===== src/rtl/tile_renderer_if.sv =====
// tile_renderer_if
//   Bundles every non-clock/reset signal of tile_renderer: the pixel
//   request stream, the display-buffer and tile-ROM read ports, the RGB
//   output and the buffer-swap handshake.
//   Modports:
//     slave  - the renderer (consumes pixel requests and memory data,
//              drives addresses, RGB and buffer-select).
//     master - the surrounding environment (video timing, memories, RPi side).
interface tile_renderer_if #(
    parameter int ADDR_WIDTH      = 12,
    parameter int TILE_ADDR_WIDTH = 14
);
    logic                       pix_valid;
    logic [10:0]                pix_x;
    logic [9:0]                 pix_y;
    logic                       frame_end;
    logic [ADDR_WIDTH-1:0]      tile_idx_display_addr;
    logic [31:0]                tile_idx_display_rd;
    logic [TILE_ADDR_WIDTH-1:0] tile_rom_addr;
    logic [23:0]                tile_rom_rd;
    logic                       rgb_valid;
    logic [23:0]                rgb;
    logic                       swap_req;
    logic                       swap_done;
    logic                       tile_idx_select;

    modport slave (
        input  pix_valid, pix_x, pix_y, frame_end,
        input  tile_idx_display_rd, tile_rom_rd, swap_req,
        output tile_idx_display_addr, tile_rom_addr,
        output rgb_valid, rgb, swap_done, tile_idx_select
    );

    modport master (
        output pix_valid, pix_x, pix_y, frame_end,
        output tile_idx_display_rd, tile_rom_rd, swap_req,
        input  tile_idx_display_addr, tile_rom_addr,
        input  rgb_valid, rgb, swap_done, tile_idx_select
    );
endinterface


===== src/rtl/tile_renderer.sv =====
// tile_renderer
//   Display-side consumer of the double-buffered tile-index memory.
//   Each requested pixel is mapped to a tile-index word address, the display
//   buffer is read, the tile pixel is fetched from the tile ROM and emitted
//   as 24-bit RGB with a fixed 4-cycle latency at one pixel per cycle.
//   Also owns the display buffer select, which only toggles after a frame
//   end and once no display read is in flight.
// Ports:
//   clk  - system clock
//   rst  - asynchronous, active-high reset
//   bus  - tile_renderer_if.slave: pix_valid/pix_x/pix_y/frame_end in,
//          tile_idx_display_addr/_rd, tile_rom_addr/_rd memory ports,
//          rgb_valid/rgb out, swap_req in, swap_done/tile_idx_select out.
// Build option:
//   TILE_RENDER_FLIP_EN - when defined, tile word bit 24 mirrors X and
//   bit 25 mirrors Y inside the tile; when undefined those bits are ignored.
module tile_renderer #(
    parameter int ADDR_WIDTH      = 12,
    parameter int H_TILES         = 100,
    parameter int TILE_ADDR_WIDTH = 14
) (
    input logic            clk,
    input logic            rst,
    tile_renderer_if.slave bus
);

    typedef enum logic [1:0] {
        IDLE,
        PENDING,
        DRAIN
    } swap_state_t;

    swap_state_t state, state_nxt;
    logic        do_swap;
    logic        select_q;
    logic        swap_done_q;

    // Pipeline state
    logic [ADDR_WIDTH-1:0]      disp_addr_q;
    logic [ADDR_WIDTH-1:0]      disp_addr_nxt;
    logic                       v1, v2, v3, v4;
    logic [2:0]                 rx1, ry1, rx2, ry2;
    logic [2:0]                 rx_eff, ry_eff;
    logic [TILE_ADDR_WIDTH-1:0] rom_addr_q;
    logic                       rgb_valid_q;
    logic [23:0]                rgb_q;

    logic [31:0] word;
    logic        unused_word_bits;

    assign word             = bus.tile_idx_display_rd;
    assign unused_word_bits = ^word;

    // Arithmetic is done at ADDR_WIDTH bits, so the result is already the
    // tile-row/column address truncated modulo 2^ADDR_WIDTH.
    always_comb begin
        disp_addr_nxt = ADDR_WIDTH'(bus.pix_y[9:3]) * ADDR_WIDTH'(H_TILES)
                      + ADDR_WIDTH'(bus.pix_x[10:3]);
    end

    // In-tile coordinates used for the ROM address.
    always_comb begin
        rx_eff = rx2;
        ry_eff = ry2;
`ifdef TILE_RENDER_FLIP_EN
        if (word[24]) rx_eff = ~rx2;   // 7 - rx
        if (word[25]) ry_eff = ~ry2;   // 7 - ry
`endif
    end

    always_ff @(posedge clk or posedge rst) begin
        if (rst) begin
            disp_addr_q <= '0;
            v1          <= 1'b0;
            v2          <= 1'b0;
            v3          <= 1'b0;
            v4          <= 1'b0;
            rx1         <= '0;
            ry1         <= '0;
            rx2         <= '0;
            ry2         <= '0;
            rom_addr_q  <= '0;
            rgb_valid_q <= 1'b0;
            rgb_q       <= '0;
        end else begin
            // Stage 1: display-buffer address.
            v1 <= bus.pix_valid;
            if (bus.pix_valid) begin
                disp_addr_q <= disp_addr_nxt;
                rx1         <= bus.pix_x[2:0];
                ry1         <= bus.pix_y[2:0];
            end
            // Stage 2: RAM capturing the address; coordinates travel along.
            v2  <= v1;
            rx2 <= rx1;
            ry2 <= ry1;
            // Stage 3: tile ROM address from the returned word.
            v3 <= v2;
            if (v2)
                rom_addr_q <= {word[TILE_ADDR_WIDTH-7:0], ry_eff, rx_eff};
            // Stage 4: ROM capturing the address.
            v4 <= v3;
            // Stage 5: RGB out; holds its value while not valid.
            rgb_valid_q <= v4;
            if (v4)
                rgb_q <= bus.tile_rom_rd;
        end
    end

    // Swap FSM: next state
    always_comb begin
        state_nxt = state;
        do_swap   = 1'b0;
        case (state)
            IDLE: begin
                if (bus.swap_req)
                    state_nxt = PENDING;
            end
            PENDING: begin
                if (bus.frame_end)
                    state_nxt = DRAIN;
            end
            DRAIN: begin
                // A pixel being sampled on the toggle edge would read the
                // display RAM one edge later, so it also holds off the swap.
                if (!v1 && !v2 && !bus.pix_valid) begin
                    do_swap   = 1'b1;
                    state_nxt = IDLE;
                end
            end
            default: state_nxt = IDLE;
        endcase
    end

    // Swap FSM: state register and registered select / done pulse
    always_ff @(posedge clk or posedge rst) begin
        if (rst) begin
            state       <= IDLE;
            select_q    <= 1'b0;
            swap_done_q <= 1'b0;
        end else begin
            state       <= state_nxt;
            select_q    <= select_q ^ do_swap;
            swap_done_q <= do_swap;
        end
    end

    assign bus.tile_idx_display_addr = disp_addr_q;
    assign bus.tile_rom_addr         = rom_addr_q;
    assign bus.rgb_valid             = rgb_valid_q;
    assign bus.rgb                   = rgb_q;
    assign bus.swap_done             = swap_done_q;
    assign bus.tile_idx_select       = select_q;

endmodule


===== src/flat_wrapper.sv =====
// flat-port wrapper written by rule: the top's interface ports become plain ports
module tile_renderer_flat 
#(
    parameter int ADDR_WIDTH      = 12,
    parameter int H_TILES         = 100,
    parameter int TILE_ADDR_WIDTH = 14
)
  (clk, rst, bus_pix_valid, bus_pix_x, bus_pix_y, bus_frame_end, bus_tile_idx_display_rd, bus_tile_rom_rd, bus_swap_req, bus_tile_idx_display_addr, bus_tile_rom_addr, bus_rgb_valid, bus_rgb, bus_swap_done, bus_tile_idx_select);
  tile_renderer_if #(.ADDR_WIDTH(ADDR_WIDTH), .TILE_ADDR_WIDTH(TILE_ADDR_WIDTH)) bus_i ();
  input logic clk;
  input logic rst;
  input wire logic [$bits(bus_i.pix_valid)-1:0] bus_pix_valid;
  input wire logic [$bits(bus_i.pix_x)-1:0] bus_pix_x;
  input wire logic [$bits(bus_i.pix_y)-1:0] bus_pix_y;
  input wire logic [$bits(bus_i.frame_end)-1:0] bus_frame_end;
  input wire logic [$bits(bus_i.tile_idx_display_rd)-1:0] bus_tile_idx_display_rd;
  input wire logic [$bits(bus_i.tile_rom_rd)-1:0] bus_tile_rom_rd;
  input wire logic [$bits(bus_i.swap_req)-1:0] bus_swap_req;
  output wire logic [$bits(bus_i.tile_idx_display_addr)-1:0] bus_tile_idx_display_addr;
  output wire logic [$bits(bus_i.tile_rom_addr)-1:0] bus_tile_rom_addr;
  output wire logic [$bits(bus_i.rgb_valid)-1:0] bus_rgb_valid;
  output wire logic [$bits(bus_i.rgb)-1:0] bus_rgb;
  output wire logic [$bits(bus_i.swap_done)-1:0] bus_swap_done;
  output wire logic [$bits(bus_i.tile_idx_select)-1:0] bus_tile_idx_select;
  assign bus_i.pix_valid = bus_pix_valid;
  assign bus_i.pix_x = bus_pix_x;
  assign bus_i.pix_y = bus_pix_y;
  assign bus_i.frame_end = bus_frame_end;
  assign bus_i.tile_idx_display_rd = bus_tile_idx_display_rd;
  assign bus_i.tile_rom_rd = bus_tile_rom_rd;
  assign bus_i.swap_req = bus_swap_req;
  assign bus_tile_idx_display_addr = bus_i.tile_idx_display_addr;
  assign bus_tile_rom_addr = bus_i.tile_rom_addr;
  assign bus_rgb_valid = bus_i.rgb_valid;
  assign bus_rgb = bus_i.rgb;
  assign bus_swap_done = bus_i.swap_done;
  assign bus_tile_idx_select = bus_i.tile_idx_select;
  tile_renderer #(.ADDR_WIDTH(ADDR_WIDTH), .H_TILES(H_TILES), .TILE_ADDR_WIDTH(TILE_ADDR_WIDTH)) u_core (.clk(clk), .rst(rst), .bus(bus_i));
endmodule

===== config.mk =====
export PLATFORM = sky130hd
export DESIGN_NAME = tile_renderer_flat
export DESIGN_NICKNAME = d
export VERILOG_FILES = /design/src/rtl/tile_renderer_if.sv /design/src/rtl/tile_renderer.sv /design/src/flat_wrapper.sv
export SDC_FILE = /design/constraint.sdc
export NUM_CORES = 1
export LEC_CHECK = 0
export ABC_AREA = 1
export CORE_UTILIZATION = 47
export CTS_BUF_LIST = sky130_fd_sc_hd__clkbuf_8 sky130_fd_sc_hd__clkbuf_16
export CTS_CLUSTER_DIAMETER = 50
export DETAILED_ROUTE_END_ITERATION = 16
export PLACE_DENSITY_LB_ADDON = 0.25
export SLEW_MARGIN = 25
export SYNTH_ARGS = -nofsm -noshare
export SYNTH_HDL_FRONTEND = slang
export SYNTH_SLANG_ARGS = --single-unit

===== constraint.sdc =====
create_clock -name clk -period 4.1 [get_ports clk]
set_clock_uncertainty 0.1 [all_clocks]
set_input_delay 0.82 -clock clk [delete_from_list [all_inputs] [get_ports clk]]
set_output_delay 0.82 -clock clk [all_outputs]
set_load 0.01 [all_outputs]

; Word-level counts from Yosys, hierarchy flattened
; Cells that the tools add are included.
[classes]
div_mod_pow = 0
n_bitwise = 1
mux = 6
n_lt_le_gt_ge = 0
multipliers = 1
n_reduce_logical = 7
eq_ne = 5
addsub = 1
shifts = 0
[ops]
columns = operator, n
row1 = 12-bit by 8-bit adder with 12-bit output, 1
row2 = "7-bit by 5-bit multiplier with 10-bit output, second input constant", 1
row3 = 2-bit two-way mux, 3
row4 = 2-bit one-hot mux with 3 select lines, 1
row5 = "2-bit != test, second input constant", 2
row6 = 1-bit zero test, 3
row7 = 3-bit AND reduction, 1
row8 = "2-bit by 1-bit equality test with 1-bit output, second input constant", 1
row9 = "2-bit equality test, second input constant", 1
row10 = 1-bit logical AND, 2
row11 = 2-bit zero test, 1
row12 = 1-bit two-way mux, 2
row13 = "2-bit by 1-bit != test with 1-bit output, second input constant", 1
row14 = 1-bit bitwise XOR, 1
[totals]
romBits = 0
output_inout_bits = 53
memories = 0
latch_bits = 0
reg_bits = 71
ram_bits = 0
wordCells = 36

; Longest topological paths before layout
[logic_depth]
ltp_word = 6
mapped_depth = 16
mapped_depth_nobuf = 16

; Worst setup path before layout
; OpenSTA, ideal clock, no wires.
[synth_timing]
kind = input to register
from = in bus_pix_y[4]
to = reg u_core.disp_addr_q[10], in the netlist u_core.bus.tile_idx_display_addr[10]
slack_ps = 684
setup_time_ps = 116
n_path_buf = 0
t_arrival_ps = 3199
path_stages = 15
path_cell_list = ha_1 ha_1 ha_1 inv_1 fa_1 inv_1 ha_1 a21oi_1 o21ai_1 nor2_1 nor2_1 nand2_1 nand2_1 nand2_1 nand2_1
[synth_between]
elab_chain_cells = 2
[synth_rtl]
columns = item, line
row1 = "start, declared", flat_wrapper.sv:14  ; input wire logic [$bits(bus_i.pix_y)-1:0] bus_pix_y;
row2 = 7-bit by 5-bit multiplier with 10-bit output, tile_renderer.sv:57  ; disp_addr_nxt = ADDR_WIDTH'(bus.pix_y[9:3]) * ADDR_WIDTH'(H_TILES)
row3 = 12-bit by 8-bit adder with 12-bit output, tile_renderer.sv:58  ; + ADDR_WIDTH'(bus.pix_x[10:3]);
row4 = "end signal, assigned", tile_renderer.sv:89  ; disp_addr_q <= disp_addr_nxt;
row5 = "end, declared", tile_renderer.sv:39  ; logic [ADDR_WIDTH-1:0] disp_addr_q;
; No other way between the ends.
; A chain may end at the register's enable or synchronous reset.

; Worst setup path in the final report
; Same ends and word-level chain as after synthesis.

==> out/results.ini <==
[status]
status = finished, final reports clean

[timing]
min_period_over_period = 0.924
setup_slack_ns = 0.310
fin_crit_ns = 3.79
tightest_slew_ns = 0.982
slew_viol_final = 0
slew_headroom = 0.345
max_freq_mhz = 264
grt_setup_unrepaired = no
final_hold_viol_count = 0
setup_viol = 0

[place]
dp_slack_ns = -0.0190
routabilityCongestion = 0.772
dp_hpwl_microns = 5290
numPortBuffers = 110
place_inst = 562

[floorplanning]
dieArea_sq_mm = 0.00765
io_pins = 135
fp.dieH_microns = 87.5
dieWidth_microns = 87.5
core_area_sq_mm = 0.00691
num_rows = 30
start_util = 0.497

[pwr]
p_int_w = 0.00143
power.share.combinational = 0.311
netSwitchingPower_w = 0.000629
irDropWorstVdd_mv = 0.244
p_leak_nw = 2.36
clock_power_share = 0.274
swShare = 0.305
p_seq_frac = 0.415
totalPowerFinal_w = 0.00206
p_per_area_mw_per_mm2 = 422

[worst_hold_path]
whs_endpoint = u_core.v4$_DFF_PP0_
hold_path_startpoint = u_core.v3$_DFF_PP0_
min_path_type = flop to flop
worstHoldPathCells = 0

[synthesis]
async_reset_ff_frac = 1.00
synth.distinct_cells = 28
yosys.area_share.adder = 0.109
syn-cell-area_sq_mm = 0.00343
yosysWarningCount = 0
synth_compound_area_frac = 0.0328
muxShareOfSynthArea = 0.0787
synthXorXnorAreaFrac = 0.0128
synth_top_family_by_area = simple AND/OR/NAND/NOR gates
ys.flop_type = dfrtp_1
syn_nets = 467
synthSimpleGateAreaFrac = 0.205
synth.avg_cell_area_sq_um = 9.62
synth_edf_count = 0
synth_top_area_cell = dfrtp_1
synth_cells = 357
yosysSeqAreaShare = 0.517
yosys-top-cells-area = dfrtp_1 (52%), nand2_1 (14%), ha_1 (9.1%)
synth_top_area_share = 0.517
synth-seq-cells = 71

[layout]
n_antenna_cell = 0
fin_cells = 578
area_growth_pct = 42.0
drive_gt1_frac = 0.131
final_cell_mix = nand2_1 (124), clkdlybuf4s50_1 (110), dfrtp_1 (71), inv_1 (25), ha_1 (25)
final_common_cell = nand2_1
nNetsFinal = 587

[worst_setup_path]
crit_path_max_fanout = 5
arrival_ns = 3.91
crit_buf_inv = 3
worst_ep_required_time_ns = 4.22
critical-path-slowest-cell = fa_1
crit_type = input pin to flop
rr_startpoint = u_core.v2$_DFF_PP0_
crit_family = adder cells
crit_start = bus_pix_y[4]
rr_worst_depth = 4
reg2reg_slack_ns = 2.41
reg2reg_to = u_core.bus.tile_idx_select$_DFF_PP0_
slowest_delay_ns = 0.53
end_kind = flop
start_kind = input pin
path_cells = clkdlybuf4s50_1 > ha_1 > ha_1 > ha_1 > inv_1 > fa_1 > inv_1 > ha_1 > a21oi_1 > o21ai_1 > nor2_1 > nor2_1 > nand2_1 > nand2_1 > nand2_1 > nand2_1

[run]
cap_violations = 0

[route]
vias = 2749
firstDrtPassIters = 4
avgViaCountPerCell = 4.76
drtAntennaViolNets = 0
drc = 0
drt-total-wl_microns = 6880
post_drt_wl_per_cell_microns = 11.9
drtIter0Drc = 93

[global_routing]
grt_pass1_wl_microns = 11000
grt_usage = 0.189
antenna_found_initial = 0
grt_pass1_vias = 2499
grt_start_max_net_pins = 28
overflow = 0

[clock_tree]
cts_hold_buf = 0
tritoncts = built
path_clk_slew_ns = 0.08
numCtsBuffers = 9
cts_root_buf = clkbuf_8
cts.sinks = 71
cts_resized = 0
clk_path_buf_depth = 2
clk_latency_ns = 0.33
cts.htree.levels = 3
cts_setup_buffers = 0

==> layout make-up <==
| class | instances | area (sq um) |
|---|---|---|
| Fill cell | 543 | 2030 |
| Clock inverter | 6 | 67.6 |
| Timing Repair Buffer | 118 | 1160 |
| Clock buffer | 10 | 138 |
| Sequential cell | 71 | 1780 |
| Multi-Input combinational cell | 248 | 1500 |
| Tap cell | 96 | 120 |
| Inverter | 29 | 109 |
==> registers in the layout, indices dropped and copies added, names as in the netlist, 2 cells and up <==
signal and count:
u_core.bus.tile_rom_addr 14, u_core.bus.tile_idx_display_addr 12, u_core.rx2 3, u_core.state 2, u_core.bus.rgb 24, u_core.ry2 3, u_core.ry1 3, u_core.rx1 3
==> logic make-up (layout without fill, tap and decap cells) <==
logic type,Yosys count,count (layout)
mux,24,24
flops,71,71
buf+inv,38,163
compound gates,20,20
xor+xnor,5,5
fa+ha+maj,28,28
simple gates,171,171
==> how the worst max path moves through the flow <==
stage / to / cells after the start
after floorplan: u_core.bus.tile_idx_display_addr[10]$_DFFE_PP0P_ / 15
after global placement: u_core.bus.tile_idx_display_addr[10]$_DFFE_PP0P_ / 15
after detailed placement: u_core.bus.tile_idx_display_addr[10]$_DFFE_PP0P_ / 16
after CTS: u_core.bus.tile_idx_display_addr[10]$_DFFE_PP0P_ / 16
after global routing: u_core.bus.tile_idx_display_addr[11]$_DFFE_PP0P_ / 16
final: u_core.bus.tile_idx_display_addr[10]$_DFFE_PP0P_ / 16
==> synthesized netlist by cell type (all sizes together), types with 4 or more instances <==
cell / instances
nand2: 130
dfrtp: 71
inv: 29
ha: 25
mux2: 24
nand3: 20
nor2: 16
a21oi: 9
o21ai: 7
clkbuf: 5
buf: 4
==> worst register-to-register path, delay by kind of cell (launching register included) <==
kind	cells	cell delay (ns)
flip-flops	1	0.58
buffers and inverters	1	0.45
XOR/XNOR	1	0.16
AND/OR/NAND/NOR	2	0.34
==> power by group through the flow <==
stage                     sequential (W)  clock [W]  combinational [W]
after floorplan                 0.000894          0           0.000324
after global placement          0.000863          0           0.000630
after detailed placement        0.000869          0           0.000645
after CTS                       0.000855   0.000580           0.000647
after global routing            0.000870   0.000608           0.000716
final                           0.000854   0.000564           0.000641
==> per-stage QoR <==
stage	cell area (sq um)	utilization	hold WS [ns]	setup TNS [ns]
finish	4870	0.706	0.255	0
global route	4870	0.706	0.270	0
CTS	4870	0.706	0.256	0
detailed placement	4670	0.676	0.240	-0.0190
global placement	4670	0.676	0.232	0
floorplan	3430	-	0.231	0
==> routing by layer <==
metal / track usage / wire [microns] / vias to the layer above
met5: 0 / 0 / -
met2: 0.320 / 3270 / 97
met4: 0.0537 / 35 / 0
li1: - / - / 1398
met3: 0.0559 / 513 / 2
met1: 0.234 / 3060 / 1252
(Power assumes the default switching activity.)
==> edit 1, RTL diff (same flow settings) <==
Build with the macro `TILE_RENDER_FLIP_EN` defined.
--- a/src/rtl/tile_renderer.sv
+++ b/src/rtl/tile_renderer.sv
@@ -15,4 +15,6 @@
 //   TILE_RENDER_FLIP_EN - when defined, tile word bit 24 mirrors X and
 //   bit 25 mirrors Y inside the tile; when undefined those bits are ignored.
+`define TILE_RENDER_FLIP_EN
+
 module tile_renderer #(
     parameter int ADDR_WIDTH      = 12,
Check against the original RTL: not equivalent (a bounded check fails within 4 cycles, from zero or initial values and one cycle with rst high).
==> edit 1 against the unedited design <==
  * Power decreased by 3.4%
  * Critical path depth grew 1
  * Routed wire length fell by 1.4%
  * Area after synthesis fell by 1.4%
  * Design area fell by 1.6%
  * Die area down 1.4%
  * Worst setup slack better by 64 ps
  * Sequential power up 0.6%
  * Sequential cell count did not move
  * First-iteration DRC count shrank 16%
  * Synthesized cell count shrank 5.3%
  * Critical path type unchanged
  * Largest cell class unchanged
==> edit 1: results (changes against the unedited design) <==
clkbuf_count: 9  # -1
muxShareOfSynthArea_pct: 7.99  # +0.11 points
grt_start_max_net_pins: 31  # +11%
multi_input_area_share_pct: 30.4  # -0.43 points
yosysSeqAreaShare_pct: 52.5  # +0.75 points
nMultiInputCombCells: 229  # -7.7%
use_met1_pct: 23.9  # +0.45 points
buffers_excl_clock: 116  # -1.7%
powerClk_mw: 0.514  # -8.9%
sh_seq_area_pct: 37.0  # +0.60 points
grt_use_total_pct: 19.6  # +0.75 points
switching_share_pct: 31.8  # +1.3 points
grt_pass1_wl_um: 11300  # +2.7%
ys_top_cells_by_area: "dfrtp_1 52%, nand2_1 12%, ha_1 9.2%"
place_congestion: 0.800  # +3.7%
use_met3_pct: 5.88  # +0.28 points
cp_max_fo: 4  # -1
layout-drive-gt1-share_pct: 11.7  # -1.3 points
portBuffers: 112  # +1.8%
synth_compound_area_share_pct: 3.44  # +0.16 points
dpl.hpwl_um: 5230  # -1.0%
drt_iter0_markers: 78  # -16%
nets: 565  # -3.7%
synth_xor_area_share_pct: 3.07  # +1.8 points
via_count: 2612  # -5.0%
status: "finished clean"
sequentialPower_mw: 0.859  # +0.6%
synthTopCellsByCount: "107 x nand2_1, 71 x dfrtp_1, 26 x inv_1"
fin_cells: 556  # -3.8%
hold_end: "u_core.v4$_DFF_PP0_"
crit_arrival_ps: 3860  # -50 ps
synthAdderAreaFrac_pct: 11.0  # +0.16 points
ir_worst_vdd_uv: 263  # +7.9%
finalWirelength_um: 6780  # -1.4%
crit_end: "u_core.bus.tile_idx_display_addr[11]$_DFFE_PP0P_"
clk_share_pct: 3.86  # -0.35 points
place_ws_ps: -6.31  # +12.7 ps
grt_use_met2_pct: 33.1  # +1.0 points
setup_slack_ps: 374  # +64.2 ps
clk-insertion-delay-late_ps: 350  # +20 ps
maxSlewHeadroom_pct: 35.5  # +1.0 points
n_fill_cell: 547  # +0.74%
n_all_inverters: 28  # -3.4%
grt_pass1_vias: 2505  # +0.24%
post-place-cells: 540  # -3.9%
power.leakage_nw: 2.28  # -3.5%
buf_share_pct: 24.0  # +0.18 points
==> edit 1: cell count changes in the layout (fill, tap and decap cells not counted), moves of 4 or more <==
cell and delta:
xnor2_1 +6, o21ai_0 +5, buf_4 -4, nand2_1 -17
nand2_2 -5, nor2_1 -4
==> edit 1: stage by stage <==
step / util (%) / setup TNS [ps] / hold slack [ps] / instance area, um2
after floorplan: - / 0 / 231 / 3380
after global placement: 67.1 / 0 / 232 / 4610
after detailed placement: 67.1 / -6.31 / 242 / 4610
after CTS: 69.8 / 0 / 281 / 4800
after global routing: 69.8 / 0 / 286 / 4800
final: 69.8 / 0 / 268 / 4800
==> edit 1: cell families after synthesis <==
kind of cell / count (synthesis)
simple gates: 144
xor+xnor: 11
buf+inv: 38
compound gates: 22
mux: 24
flops: 71
fa+ha+maj: 28
==> edit 1: per-layer routing <==
metal	wire length, um	up-vias
met5	0	-
met4	104	0
met3	524	10
met2	3220	89
met1	2930	1187
li1	-	1326
==> edit 2, RTL diff (config.mk and constraints unchanged) <==
Made on the original files. The 3 states of `swap_state_t` get a one-hot encoding in 3 bits.
--- a/src/rtl/tile_renderer.sv
+++ b/src/rtl/tile_renderer.sv
@@ -25,8 +25,8 @@
 );
 
-    typedef enum logic [1:0] {
-        IDLE,
-        PENDING,
-        DRAIN
+    typedef enum logic [2:0] {
+        IDLE    = 3'b001,
+        PENDING = 3'b010,
+        DRAIN   = 3'b100
     } swap_state_t;
 
Function: no difference found for any inputs over 10 cycles, from zero or initial values and one cycle with rst high; not proved beyond that.
==> edit 2 against the unedited design <==
  * Clock power barely moved
  * Design area fell by 0.13%
  * Sequential cell count rose by 1
  * Routed wire length rose by 7.2%
  * Worst setup slack improved by 60 ps
  * Core utilization fell by 0.091 points
  * Area after synthesis fell by 0.36%
  * Power rose by 0.58%
  * Critical path type unchanged
  * Largest cell class unchanged
  * Highest routed layer unchanged
==> edit 2: results (changes against the unedited design) <==
ir_worst_vdd_uv: 267  # +9.6%
finalWirelength_um: 7370  # +7.2%
clockBufferDepth: 2  # unchanged
antenna_found_initial: 0  # unchanged
avgSynthCellArea_um2: 9.77  # +1.6%
portBuffers: 110  # unchanged
detail_route.first_pass.iterations: 4  # unchanged
ys_types: 24  # -14%
dpl.hpwl_um: 5710  # +8.0%
yosys_warnings: 0  # unchanged
critPathTopFamily: "adder cells"
ys.flop_type: "dfrtp_1"
maxSlewHeadroom_pct: 34.3  # -0.22 points
cp_max_fo: 4  # -1
power.leakage_nw: 2.39  # +0.93%
ys_top_cells_by_area: "dfrtp_1 52%, nand2_1 13%, ha_1 9.1%"
wl_per_cell_um: 12.9  # +8.5%
status: "finished clean"
clk-insertion-delay-late_ps: 330  # about the same
hp-class: "flop to flop"
htree_levels: 3  # unchanged
synthTopCellsByCount: "120 x nand2_1, 71 x dfrtp_1, 33 x inv_1"
cp-startpoint: "bus_pix_y[4]"
max_stage_delay_ps: 530  # about the same
clk_pin_slew_ps: 80  # about the same
grt_pass1_wl_um: 12200  # +11%
grt_pass1_vias: 2768  # +11%
via_count: 2710  # -1.4%
nets: 580  # -1.2%
post-place-cells: 555  # -1.2%
syn-num-nets: 460  # -1.5%
place_ws_ps: 13.2  # +32.2 ps
layout-drive-gt1-share_pct: 11.6  # -1.5 points
grt_start_max_net_pins: 45  # +61%
grt_use_total_pct: 20.9  # +2.0 points
yosysSeqAreaShare_pct: 52.7  # +0.96 points
min_from: "u_core.v3$_DFF_PP0_"
cts_buffers: 9  # unchanged
n_fill_cell: 572  # +5.3%
place_congestion: 0.816  # +5.7%
r2r-start: "u_core.v4$_DFF_PP0_"
drt_iter0_markers: 88  # -5.4%
diodes: 0  # unchanged
[edit 2: cell types whose count changed in the layout (fill, tap and decap cells not counted), sizes merged, moves of 3 or more]
cell,change
a21oi,-3
clkinv,+3
nand2,-8
nor2,-9
[edit 2: metrics by stage]
stage,utilization (%),power [mW],area (um2)
floorplan,-,1.22,3420
global placement,67.5,1.50,4660
detailed placement,67.5,1.53,4660
CTS,70.5,2.10,4870
global route,70.5,2.21,4870
finish,70.5,2.07,4870
[edit 2: cell type report]
cell class              count  area, um2  share of cell area (%)
inverters                  33        124                    2.54
clock inverters             6       68.8                    1.41
well taps                  96        120                    2.47
flip-flops and latches     72       1800                    37.0
clock buffers              10        138                    2.83
multi-input cells         236       1450                    29.9
repair buffers            118       1160                    23.8
[edit 2: kinds of logic (layout without fill, tap and decap cells)]
| kind of cell | count (synthesis) | count (layout) | synth area share [%] |
|---|---|---|---|
| and+or+nand+nor | 158 | 158 | 18.9 |
| adders and majority gates | 28 | 28 | 10.9 |
| buffers and inverters | 42 | 167 | 4.79 |
| xor gates and xnor gates | 8 | 8 | 2.05 |
| muxes | 24 | 24 | 7.90 |
| DFF | 72 | 72 | 52.7 |
| AOI/OAI and AO/OA | 18 | 18 | 2.78 |
[edit 2: routing by layer]
metal	vias up	routed length, um	global-route usage [%]
li1	1364	-	-
met1	1265	3060	23.8
met2	75	3780	38.0
met3	6	454	6.07
met4	0	80	5.96
met5	-	0	0
[edit 2: path summary, 6_finish.rpt]
| kind | to | slack (ps) | cells past startpoint |
|---|---|---|---|
| max | u_core.bus.tile_idx_display_addr[11]$_DFFE_PP0P_ | 370 | 17 |
| min | u_core.v4$_DFF_PP0_ | 240 | 0 |
| max reg2reg | u_core.bus.rgb[9]$_DFFE_PP0P_ | 2460 | 1 |
| min reg2reg | u_core.v4$_DFF_PP0_ | 240 | 0 |
| max in group asynchronous | u_core.bus.tile_rom_addr[2]$_DFFE_PP0P_ | 2680 | 3 |
| min in group asynchronous | u_core.bus.tile_idx_select$_DFF_PP0_ | 770 | 3 |
[edit 2: report_power, final]
part           leakage (nW)  switching [mW]  internal [mW]
sequential            0.867          0.0636          0.815
combinational          1.42           0.297          0.333
clock                 0.102           0.263          0.299
